===== config.mk =====
export PLATFORM = sky130hd
export DESIGN_NAME = converter_f2i_param
export DESIGN_NICKNAME = d
export VERILOG_FILES = /design/src/rtl/converter_f2i_param.sv
export SDC_FILE = /design/constraint.sdc
export NUM_CORES = 1
export LEC_CHECK = 0
export ABC_AREA = 0
export CAP_MARGIN = 40
export CELL_PAD_IN_SITES_DETAIL_PLACEMENT = 0
export CELL_PAD_IN_SITES_GLOBAL_PLACEMENT = 1
export CORE_UTILIZATION = 45
export CTS_BUF_LIST = sky130_fd_sc_hd__clkbuf_16
export DETAILED_ROUTE_END_ITERATION = 8
export GPL_TIMING_DRIVEN = 0
export HOLD_SLACK_MARGIN = 0.1
export MAX_ROUTING_LAYER = met4
export PLACE_DENSITY_LB_ADDON = 0.1
export SETUP_SLACK_MARGIN = 0.2
export SYNTH_ARGS = -nofsm -noshare
export SYNTH_HDL_FRONTEND = slang
export SYNTH_SLANG_ARGS = --single-unit

===== constraint.sdc =====
create_clock -name i_CLK -period 3.45 [get_ports i_CLK]
set_input_delay 0.69 -clock i_CLK [delete_from_list [all_inputs] [get_ports i_CLK]]
set_output_delay 0.69 -clock i_CLK [all_outputs]
set_load 0.1 [all_outputs]

===== src/rtl/converter_f2i_param.sv =====
// IEEE-754 single to OUT_W-bit signed integer converter with stb/ack handshakes,
// truncate / round-to-nearest-even, saturation and {invalid, overflow, inexact} flags.
module converter_f2i_param #(
  parameter int OUT_W = 32
) (
  input  logic             i_CLK,
  input  logic             i_RSTN,
  input  logic [31:0]      i_A,
  input  logic             i_A_STB,
  output logic             o_A_ACK,
  input  logic             i_RND_MODE,
  output logic [OUT_W-1:0] o_Z,
  output logic [2:0]       o_Z_FLG,
  output logic             o_Z_STB,
  input  logic             i_Z_ACK
);

  typedef enum logic [2:0] {GET_A, UNPACK, ALIGN, ROUND, PACK, PUT_Z} state_t;

  localparam logic [32:0]      LIM_N = 33'd1 << (OUT_W - 1);
  localparam logic [32:0]      LIM_P = LIM_N - 33'd1;
  localparam logic [OUT_W-1:0] ZMAX  = {1'b0, {(OUT_W-1){1'b1}}};
  localparam logic [OUT_W-1:0] ZMIN  = {1'b1, {(OUT_W-1){1'b0}}};

  state_t             state_q;
  logic               a_ack_q, z_stb_q;
  logic [OUT_W-1:0]   z_q;
  logic [2:0]         flg_q;
  logic [31:0]        a_q;
  logic               rnd_q, s_q, zero_q, inv_q;
  logic signed [8:0]  e_q;
  logic [23:0]        m_q;
  logic [32:0]        int_q, mag_q;
  logic               grd_q, stk_q, big_q, inx_q, ovf_q, pk_ph_q;

  logic [32:0]        int_d;
  logic               grd_d, stk_d, big_d;
  logic [5:0]         e_u;
  logic [47:0]        wide_d;
  logic [OUT_W-1:0]   mag_w;
  logic [OUT_W-1:0]   z_d;
  logic [2:0]         flg_d;

  assign o_A_ACK = a_ack_q;
  assign o_Z_STB = z_stb_q;
  assign o_Z     = z_q;
  assign o_Z_FLG = flg_q;

  // Alignment: integer part, guard (first dropped bit) and sticky (OR of the rest).
  // Exponents above 31 cannot fit any legal OUT_W, so they only raise big_d.
  always_comb begin
    int_d  = '0;
    grd_d  = 1'b0;
    stk_d  = 1'b0;
    big_d  = 1'b0;
    wide_d = '0;
    e_u    = e_q[5:0];
    if (zero_q) begin
      stk_d = |m_q[22:0];
    end else if (e_q < 9'sd0) begin
      grd_d = (e_q == -9'sd1);
      stk_d = (e_q == -9'sd1) ? |m_q[22:0] : 1'b1;
    end else if (e_q > 9'sd31) begin
      big_d = 1'b1;
    end else if (e_q >= 9'sd23) begin
      int_d = {9'b0, m_q} << (e_u - 6'd23);
    end else begin
      wide_d = {m_q, 24'b0} >> (6'd23 - e_u);
      int_d  = {9'b0, wide_d[47:24]};
      grd_d  = wide_d[23];
      stk_d  = |wide_d[22:0];
    end
  end

  always_comb begin
    mag_w = mag_q[OUT_W-1:0];
    z_d   = '0;
    flg_d = 3'b000;
    if (inv_q) begin
      flg_d = 3'b100;
    end else if (ovf_q) begin
      z_d   = s_q ? ZMIN : ZMAX;
      flg_d = 3'b010;
    end else begin
      z_d   = s_q ? -mag_w : mag_w;
      flg_d = {2'b00, inx_q};
    end
  end

  always_ff @(posedge i_CLK) begin
    if (!i_RSTN) begin
      state_q <= GET_A;
      a_ack_q <= 1'b0;
      z_stb_q <= 1'b0;
      z_q     <= '0;
      flg_q   <= '0;
      a_q     <= '0;
      rnd_q   <= 1'b0;
      s_q     <= 1'b0;
      e_q     <= '0;
      m_q     <= '0;
      zero_q  <= 1'b0;
      inv_q   <= 1'b0;
      int_q   <= '0;
      grd_q   <= 1'b0;
      stk_q   <= 1'b0;
      big_q   <= 1'b0;
      mag_q   <= '0;
      inx_q   <= 1'b0;
      ovf_q   <= 1'b0;
      pk_ph_q <= 1'b0;
    end else begin
      case (state_q)
        GET_A: begin
          if (a_ack_q && i_A_STB) begin
            a_q     <= i_A;
            rnd_q   <= i_RND_MODE;
            a_ack_q <= 1'b0;
            state_q <= UNPACK;
          end else begin
            a_ack_q <= 1'b1;
          end
        end
        UNPACK: begin
          s_q     <= a_q[31];
          e_q     <= $signed({1'b0, a_q[30:23]}) - 9'sd127;
          m_q     <= {1'b1, a_q[22:0]};
          zero_q  <= (a_q[30:23] == 8'h00);
          inv_q   <= (a_q[30:23] == 8'hFF);
          state_q <= ALIGN;
        end
        ALIGN: begin
          int_q   <= int_d;
          grd_q   <= grd_d;
          stk_q   <= stk_d;
          big_q   <= big_d;
          state_q <= ROUND;
        end
        ROUND: begin
          mag_q   <= int_q + {32'b0, rnd_q & grd_q & (stk_q | int_q[0])};
          inx_q   <= grd_q | stk_q;
          state_q <= PACK;
        end
        PACK: begin
          // Two phases: range compare first, then negate/saturate into the output regs.
          if (!pk_ph_q) begin
            ovf_q   <= big_q | (s_q ? (mag_q > LIM_N) : (mag_q > LIM_P));
            pk_ph_q <= 1'b1;
          end else begin
            pk_ph_q <= 1'b0;
            z_q     <= z_d;
            flg_q   <= flg_d;
            z_stb_q <= 1'b1;
            state_q <= PUT_Z;
          end
        end
        PUT_Z: begin
          if (i_Z_ACK) begin
            z_stb_q <= 1'b0;
            a_ack_q <= 1'b1;
            state_q <= GET_A;
          end
        end
        default: state_q <= GET_A;
      endcase
    end
  end

endmodule


==> metrics.cfg, run 1 <==
[synth]
synth-edff-count=0
synth_seq_cells=181
syn_nets=1504
synthFlopType=dfxtp_1
synth_area_mm2=0.0116
yosysUniqueCellTypes=73
async_reset_ff_frac=0
ys_seq_area_frac=0.313
yosys_warnings=0
syn_inst=1458
syn_avg_cell_area_um2=7.94

[detailed_routing]
wl_met2_um=20600
dr.pass1.iters=5
antenna_left=0
vias=11800
wl_met3_um=1790
routed_wl_um=42300
viasPerCell=6.09
wire_per_inst_um=21.9
drc_errors=0
first_iter_violations=1050
top_layer_used=met4
met1_length_um=17300

[power]
p_int_mw=4.80
switching_share=0.459
vdd_drop_max_mv=0.312
finalPower_mw=8.88
seq_power_share=0.286
p_comb_frac=0.493
clkPwrFrac=0.220
p_sw_mw=4.08
powerDensity_mw_per_mm2=635
p_leak_nw=4.83

[grt]
grt_overflow=0
grt_max_degree=20
grt_pass1_vias=11300
grt_pass1_wl_um=65500
antenna_found_initial=0
grt_usage=0.336

[sta]
worst_pin_slew_ns=0.887
finalMaxSlewViolations=0
finalSetupTns_ns=0
setup_viol=0
fin_crit_sh=0.911
skew_ns=0.0206
fin_crit_ns=3.14
rsz0062_at_grt=false
max_freq_ghz=0.318
final_hold_viol_count=0
setup_ws_ns=0.307
max-slew-margin-rel=0.404

[setup_path]
cp.required_ns=3.80
r2r-end=int_q[29]
crit_path_end_kind=register
cp_slowest_stage_delay_ns=0.62
worstPathArrival_ns=3.49
worst_r2r_path_depth=9
cp_top_family=buffers and inverters
path_depth=9
worstSetupEndpoint=int_q[29]
crit_path_start=e_q[0]
reg2reg_slack_ns=0.31
crit_path_cell_trace=buf_2, buf_2, clkbuf_1, mux2i_1, o31ai_1, nor2_1, a21oi_1, o211ai_1, a21oi_1
rr_startpoint=e_q[0]
slowest_stage=clkbuf_1
critPathKind=register to register
crit_buf_inv=3
cp_max_fo=10
worst_setup_path_start_kind=register

[clocking]
cts_max_path_buffers=2
cts.sinks=181
htreeDepth=4
clk_latency_ns=0.44
cts-buffers-inserted=17
ctsHoldBuffers=0
cts_tree=done
cts-root-buf=clkbuf_16
clkTransAtPathRegs_ns=0.08

[hold_path]
holdCritPathClass=register to register

[die]
core_area_mm2=0.0252
dieWidth_um=162
ios=74
die_area_mm2=0.0264
row_count=58
start_util=0.460
die_y_um=162

[place]
port_buffers=73
post-dp-hpwl_um=32800
dp_worst_setup_slack_ns=-0.513
gp_congestion=1.01
postPlaceCellArea_mm2=0.0133

[cells_and_area]
drive_gt1_frac=0.125
final_area_mm2=0.0140
area_delta_synth_final_pct=20.8
num_antenna_cells=0
final_util=0.555
fin_nets=1637

[outcome]
status=finished, final reports clean

[job]
maxCapViolations=0

## synthesized netlist by cell type, types with 27 or more instances
cell type  number  area share
a211oi_1       47       0.030
a21oi_1       127       0.055
clkbuf_1       95       0.031
dfxtp_1       181        0.31
mux2_2         29       0.028
mux2i_1        51       0.044
mux4_2         40       0.078
nand2_1       263       0.085
nand3_1        40       0.017
nor2_1        136       0.044
o21ai_0        44       0.019
xnor2_1        27       0.020
xor2_1         28       0.021
## layer usage
metal,up-vias,track usage
met5,-,-
met1,5586,0.387
met3,149,0.0400
met4,0,0.199
li1,5562,-
met2,485,0.561
## worst min path at each step
| stage | slack, ns | cells after the start | end | start |
|---|---|---|---|---|
| after detailed placement | 0.43 | 2 | o_Z[23] | o_Z[23] |
| after floorplan | 0.43 | 2 | big_q | big_q |
| final | 0.44 | 2 | o_Z[23] | o_Z[23] |
| after CTS | 0.44 | 2 | o_Z[0] | o_Z[0] |
| after global routing | 0.46 | 2 | o_Z[20] | o_Z[20] |
| after global placement | 0.42 | 2 | o_Z[0] | o_Z[0] |
## flip-flops by register name (all words and copies together) (netlist names), 3 cells and up
| signal | cells |
|---|---|
| mag_q | 33 |
| o_Z | 32 |
| int_q | 33 |
| e_q | 9 |
| m_q | 24 |
| state_q | 3 |
| a_q | 32 |
| o_Z_FLG | 3 |
## worst min-delay path: cells and delay by family (launching register included)
kind | cells | cell delay [ns]
flops | 1 | 0.31
simple gates | 2 | 0.09
## power by group through the flow
stage	sequential [mW]	clock, mW	combinational [mW]
floorplan	2.54	0	2.98
global placement	2.58	0	4.21
detailed placement	2.58	0	4.22
CTS	2.53	1.98	4.28
global route	2.57	2.07	4.71
finish	2.54	1.96	4.38
## layout by cell type (no fill, tap or decap), types with 9 or more instances in the layout
cell type and count:
mux4_2 40, inv_1 15, nand3_1 40, buf_2 17, nand2_1 263, ha_1 9, and3_1 12, clkbuf_1 90
a21oi_1 127, nor3_1 26, buf_8 37, nand4_1 16, mux2i_1 51, xor2_1 28, clkdlybuf4s50_1 73, a211oi_1 47
a22oi_1 9, nand2b_1 13, o211ai_1 11, or3_1 12, mux2_2 29, o22ai_1 21, buf_1 11, o21ai_0 44
clkbuf_16 17, dfxtp_1 180, a22o_1 11, nor4_1 15, nor2_1 135, o31ai_1 13, xnor2_1 27
## cells by family after synthesis
family | Yosys count | share of synthesized area
compound gates | 362 | 0.203
xor+xnor | 55 | 0.0416
fa+ha+maj | 9 | 0.00973
buf+inv | 148 | 0.0512
flops | 181 | 0.313
mux | 120 | 0.150
simple gates | 583 | 0.231
## final cells by class
| type | count | area (µm²) |
|---|---|---|
| Tap cell | 330 | 413 |
| Sequential cell | 181 | 3620 |
| Timing Repair Buffer | 114 | 1320 |
| Clock buffer | 17 | 425 |
| Clock inverter | 15 | 163 |
| Fill cell | 2419 | 11200 |
| Multi-Input combinational cell | 1129 | 7420 |
| Inverter | 16 | 60.1 |
| Buffer | 132 | 562 |
## metrics by stage
step / cells / hold WS (ns)
2_1_floorplan: 1458 / 0.432
3_3_place_gp: 1861 / 0.425
3_5_place_dp: 1901 / 0.430
4_1_cts: 1934 / 0.440
5_1_grt: 1934 / 0.456
6_report: 1934 / 0.439
## timing repair
item | CTS | global route
endpoints found under the setup margin | 34 | 26
resized for setup | 11 | 19
buffers inserted | 1 | 0
(Power assumes the default switching activity.)
==> run 2: changes to the inputs <==
--- a/config.mk
+++ b/config.mk
@@ -14,7 +14,6 @@
 export DETAILED_ROUTE_END_ITERATION = 8
 export GPL_TIMING_DRIVEN = 0
 export HOLD_SLACK_MARGIN = 0.1
-export MAX_ROUTING_LAYER = met4
 export PLACE_DENSITY_LB_ADDON = 0.1
 export SETUP_SLACK_MARGIN = 0.2
 export SYNTH_ARGS = -nofsm -noshare
==> run 2 against run 1 <==
Compared with the run above:
- worst setup slack worse by 0.16 ns
- sequential share of layout area is 0.051 points lower
- design area is 0.20% higher
- flip-flop and latch count stayed put
- die area stayed put
- routed wire length is 0.43% lower
- global-route usage is 1.1 points lower
- combinational power hardly changed
- register-to-register slack worse by 0.16 ns
- clock power is 7% higher
- first-iteration DRC count is 4.6% lower
==> metrics.cfg, run 2 (same netlist as run 1, synthesis figures left out) <==
[die]
ios=74  ; unchanged
die_area_mm2=0.0264  ; unchanged
core_area_mm2=0.0252  ; unchanged
die_y_um=162  ; unchanged
dieWidth_um=162  ; unchanged
row_count=58  ; unchanged
start_util=0.460  ; unchanged

[detailed_routing]
viasPerCell=6.12  ; was 6.09
wire_per_inst_um=21.8  ; was 21.9 µm
drc_errors=0  ; unchanged
first_iter_violations=1002  ; was 1050
routed_wl_um=42100  ; was 42300 µm
vias=11800  ; about the same
dr.pass1.iters=5  ; unchanged
antenna_left=0  ; unchanged

[setup_path]
cp.required_ns=3.75  ; was 3.80 ns
crit_path_end_kind=register  ; unchanged
cp_common_cell=buf_2
slowest_stage=clkbuf_1  ; unchanged
cp_slowest_stage_delay_ns=0.60  ; was 0.62 ns
crit_buf_inv=3  ; unchanged
critPathKind=register to register  ; unchanged
worst_setup_path_start_kind=register  ; unchanged
cp_max_fo=10  ; unchanged
crit_path_cell_trace=buf_2, buf_2, clkbuf_1, mux2i_1, a22oi_1, nand2_1, a31oi_1, o32ai_1, nand3_1, o2bb2ai_1  ; was buf_2, buf_2, clkbuf_1, mux2i_1, o31ai_1, nor2_1, a21oi_1, o211ai_1, a21oi_1
worstPathArrival_ns=3.60  ; was 3.49 ns
cp_top_family=buffers and inverters  ; unchanged

[grt]
grt_pass1_wl_um=65800  ; was 65500 µm
grt_pass1_vias=11300  ; about the same
grt_usage=0.325  ; was 0.336
antenna_found_initial=0  ; unchanged
grt_overflow=0  ; unchanged
grt_max_degree=20  ; unchanged

[sta]
skew_ns=0.0180  ; was 0.0206 ns
fin_crit_ns=3.30  ; was 3.14 ns
max_freq_ghz=0.303  ; was 0.318 GHz
fin_crit_sh=0.958  ; was 0.911
setup_viol=0  ; unchanged
hold_ws_ns=0.437  ; was 0.439 ns
rsz0062_at_grt=true  ; was false
finalMaxSlewViolations=0  ; unchanged
worst_pin_slew_ns=0.878  ; was 0.887 ns
final_hold_viol_count=0  ; unchanged
max-slew-margin-rel=0.410  ; was 0.404

[clocking]
cts.sinks=181  ; unchanged
htreeDepth=4  ; unchanged
clk_latency_ns=0.44  ; about the same
cts-buffers-inserted=17  ; unchanged
cts_max_path_buffers=2  ; unchanged
cts_tree=done  ; unchanged
clkTransAtPathRegs_ns=0.08  ; about the same
cts-root-buf=clkbuf_16  ; unchanged
ctsHoldBuffers=0  ; unchanged

[cells_and_area]
final_util=0.556  ; was 0.555
fin_nets=1637  ; unchanged
final_cell_mix=nand2_1, dfxtp_1, nor2_1, a21oi_1, clkbuf_1  ; unchanged
multi_input_area_mm2=0.00742  ; unchanged
reg_top3=int_q x33, mag_q x33  ; unchanged
register_area_mm2=0.00362  ; unchanged
mostFrequentLayoutCell=nand2_1  ; unchanged
n_fill_cell=2405  ; was 2419
area_delta_synth_final_pct=21.0  ; was 20.8%
fin_cells=1934  ; unchanged
drive_gt1_frac=0.123  ; was 0.125
num_antenna_cells=0  ; unchanged

[power]
vdd_drop_max_mv=0.312  ; about the same
p_leak_nw=4.86  ; was 4.83 nW
powerDensity_mw_per_mm2=644  ; was 635 mW/mm²

[hold_path]
holdCritPathClass=register to register  ; unchanged

[place]
post-dp-hpwl_um=32800  ; about the same
port_buffers=73  ; unchanged
gp_congestion=0.976  ; was 1.01
dp.cells=1901  ; unchanged

[job]
maxCapViolations=0  ; unchanged

[outcome]
status=finished, final reports clean  ; unchanged

==> run 2: cell types whose count changed in the layout (fill, tap and decap cells not counted), sizes merged <==
cell / previous run / this run
clkbuf: 118 / 113
buf: 70 / 76
clkinvlp: 2 / 0
clkdlybuf4s18: 2 / 1
bufinv: 0 / 2
==> run 2: final timing paths <==
| kind | from | to | slack, ns | depth (start not counted) |
|---|---|---|---|---|
| worst max-delay path | e_q[1] | stk_q | 0.15 | 10 |
| worst max register to register | e_q[1] | stk_q | 0.15 | 10 |
| worst min register to register | o_Z[10] | o_Z[10] | 0.44 | 2 |
| worst min-delay path | o_Z[10] | o_Z[10] | 0.44 | 2 |
==> run 2: per-layer routing <==
| layer | vias to the layer above | GRT usage | part of all wire |
|---|---|---|---|
| li1 | 5577 | - | - |
| met4 | 0 | 0.163 | 0.051 |
| met5 | - | 0 | 0 |
| met3 | 142 | 0.0395 | 0.050 |
| met2 | 493 | 0.575 | 0.50 |
| met1 | 5627 | 0.385 | 0.40 |
==> run 2: area by class of cell <==
cell class                 count  share of cell area
buffer                       132              0.0392
clock inverter                15              0.0148
clock buffer                  17              0.0304
multi-input combinational   1129               0.529
inverter                      16             0.00429
sequential                   181               0.259
timing repair buffer         114              0.0938
tap                          330              0.0295
==> run 2: tightest hold or removal path, delay by kind of cell (launching register included) <==
family / cells / cell delay [ns]
simple gates: 2 / 0.09
flops: 1 / 0.31
==> run 2: stage by stage <==
stage               setup TNS [ns]  power, mW  area, µm²  setup slack (ns)
finish                           0       9.02      14000             0.146
global route                     0       9.49      14000            0.0325
CTS                              0       8.94      14000             0.203
detailed placement          -11.65       6.81      13300            -0.536
global placement            -15.25       6.79      12700            -0.713
floorplan                        0       5.52      11600             0.497
==> run 2: what timing repair did <==
action                                  in CTS  in global routing
setup buffers                                1                  0
resized for setup                           12                 10
endpoints found under the hold margin        0                  0
endpoints found under the setup margin      34                 29
==> run 2: power breakdown <==
group / internal (mW) / switching (mW)
Clock: 1.12 / 0.972
Combinational: 1.51 / 2.87
Sequential: 2.30 / 0.241
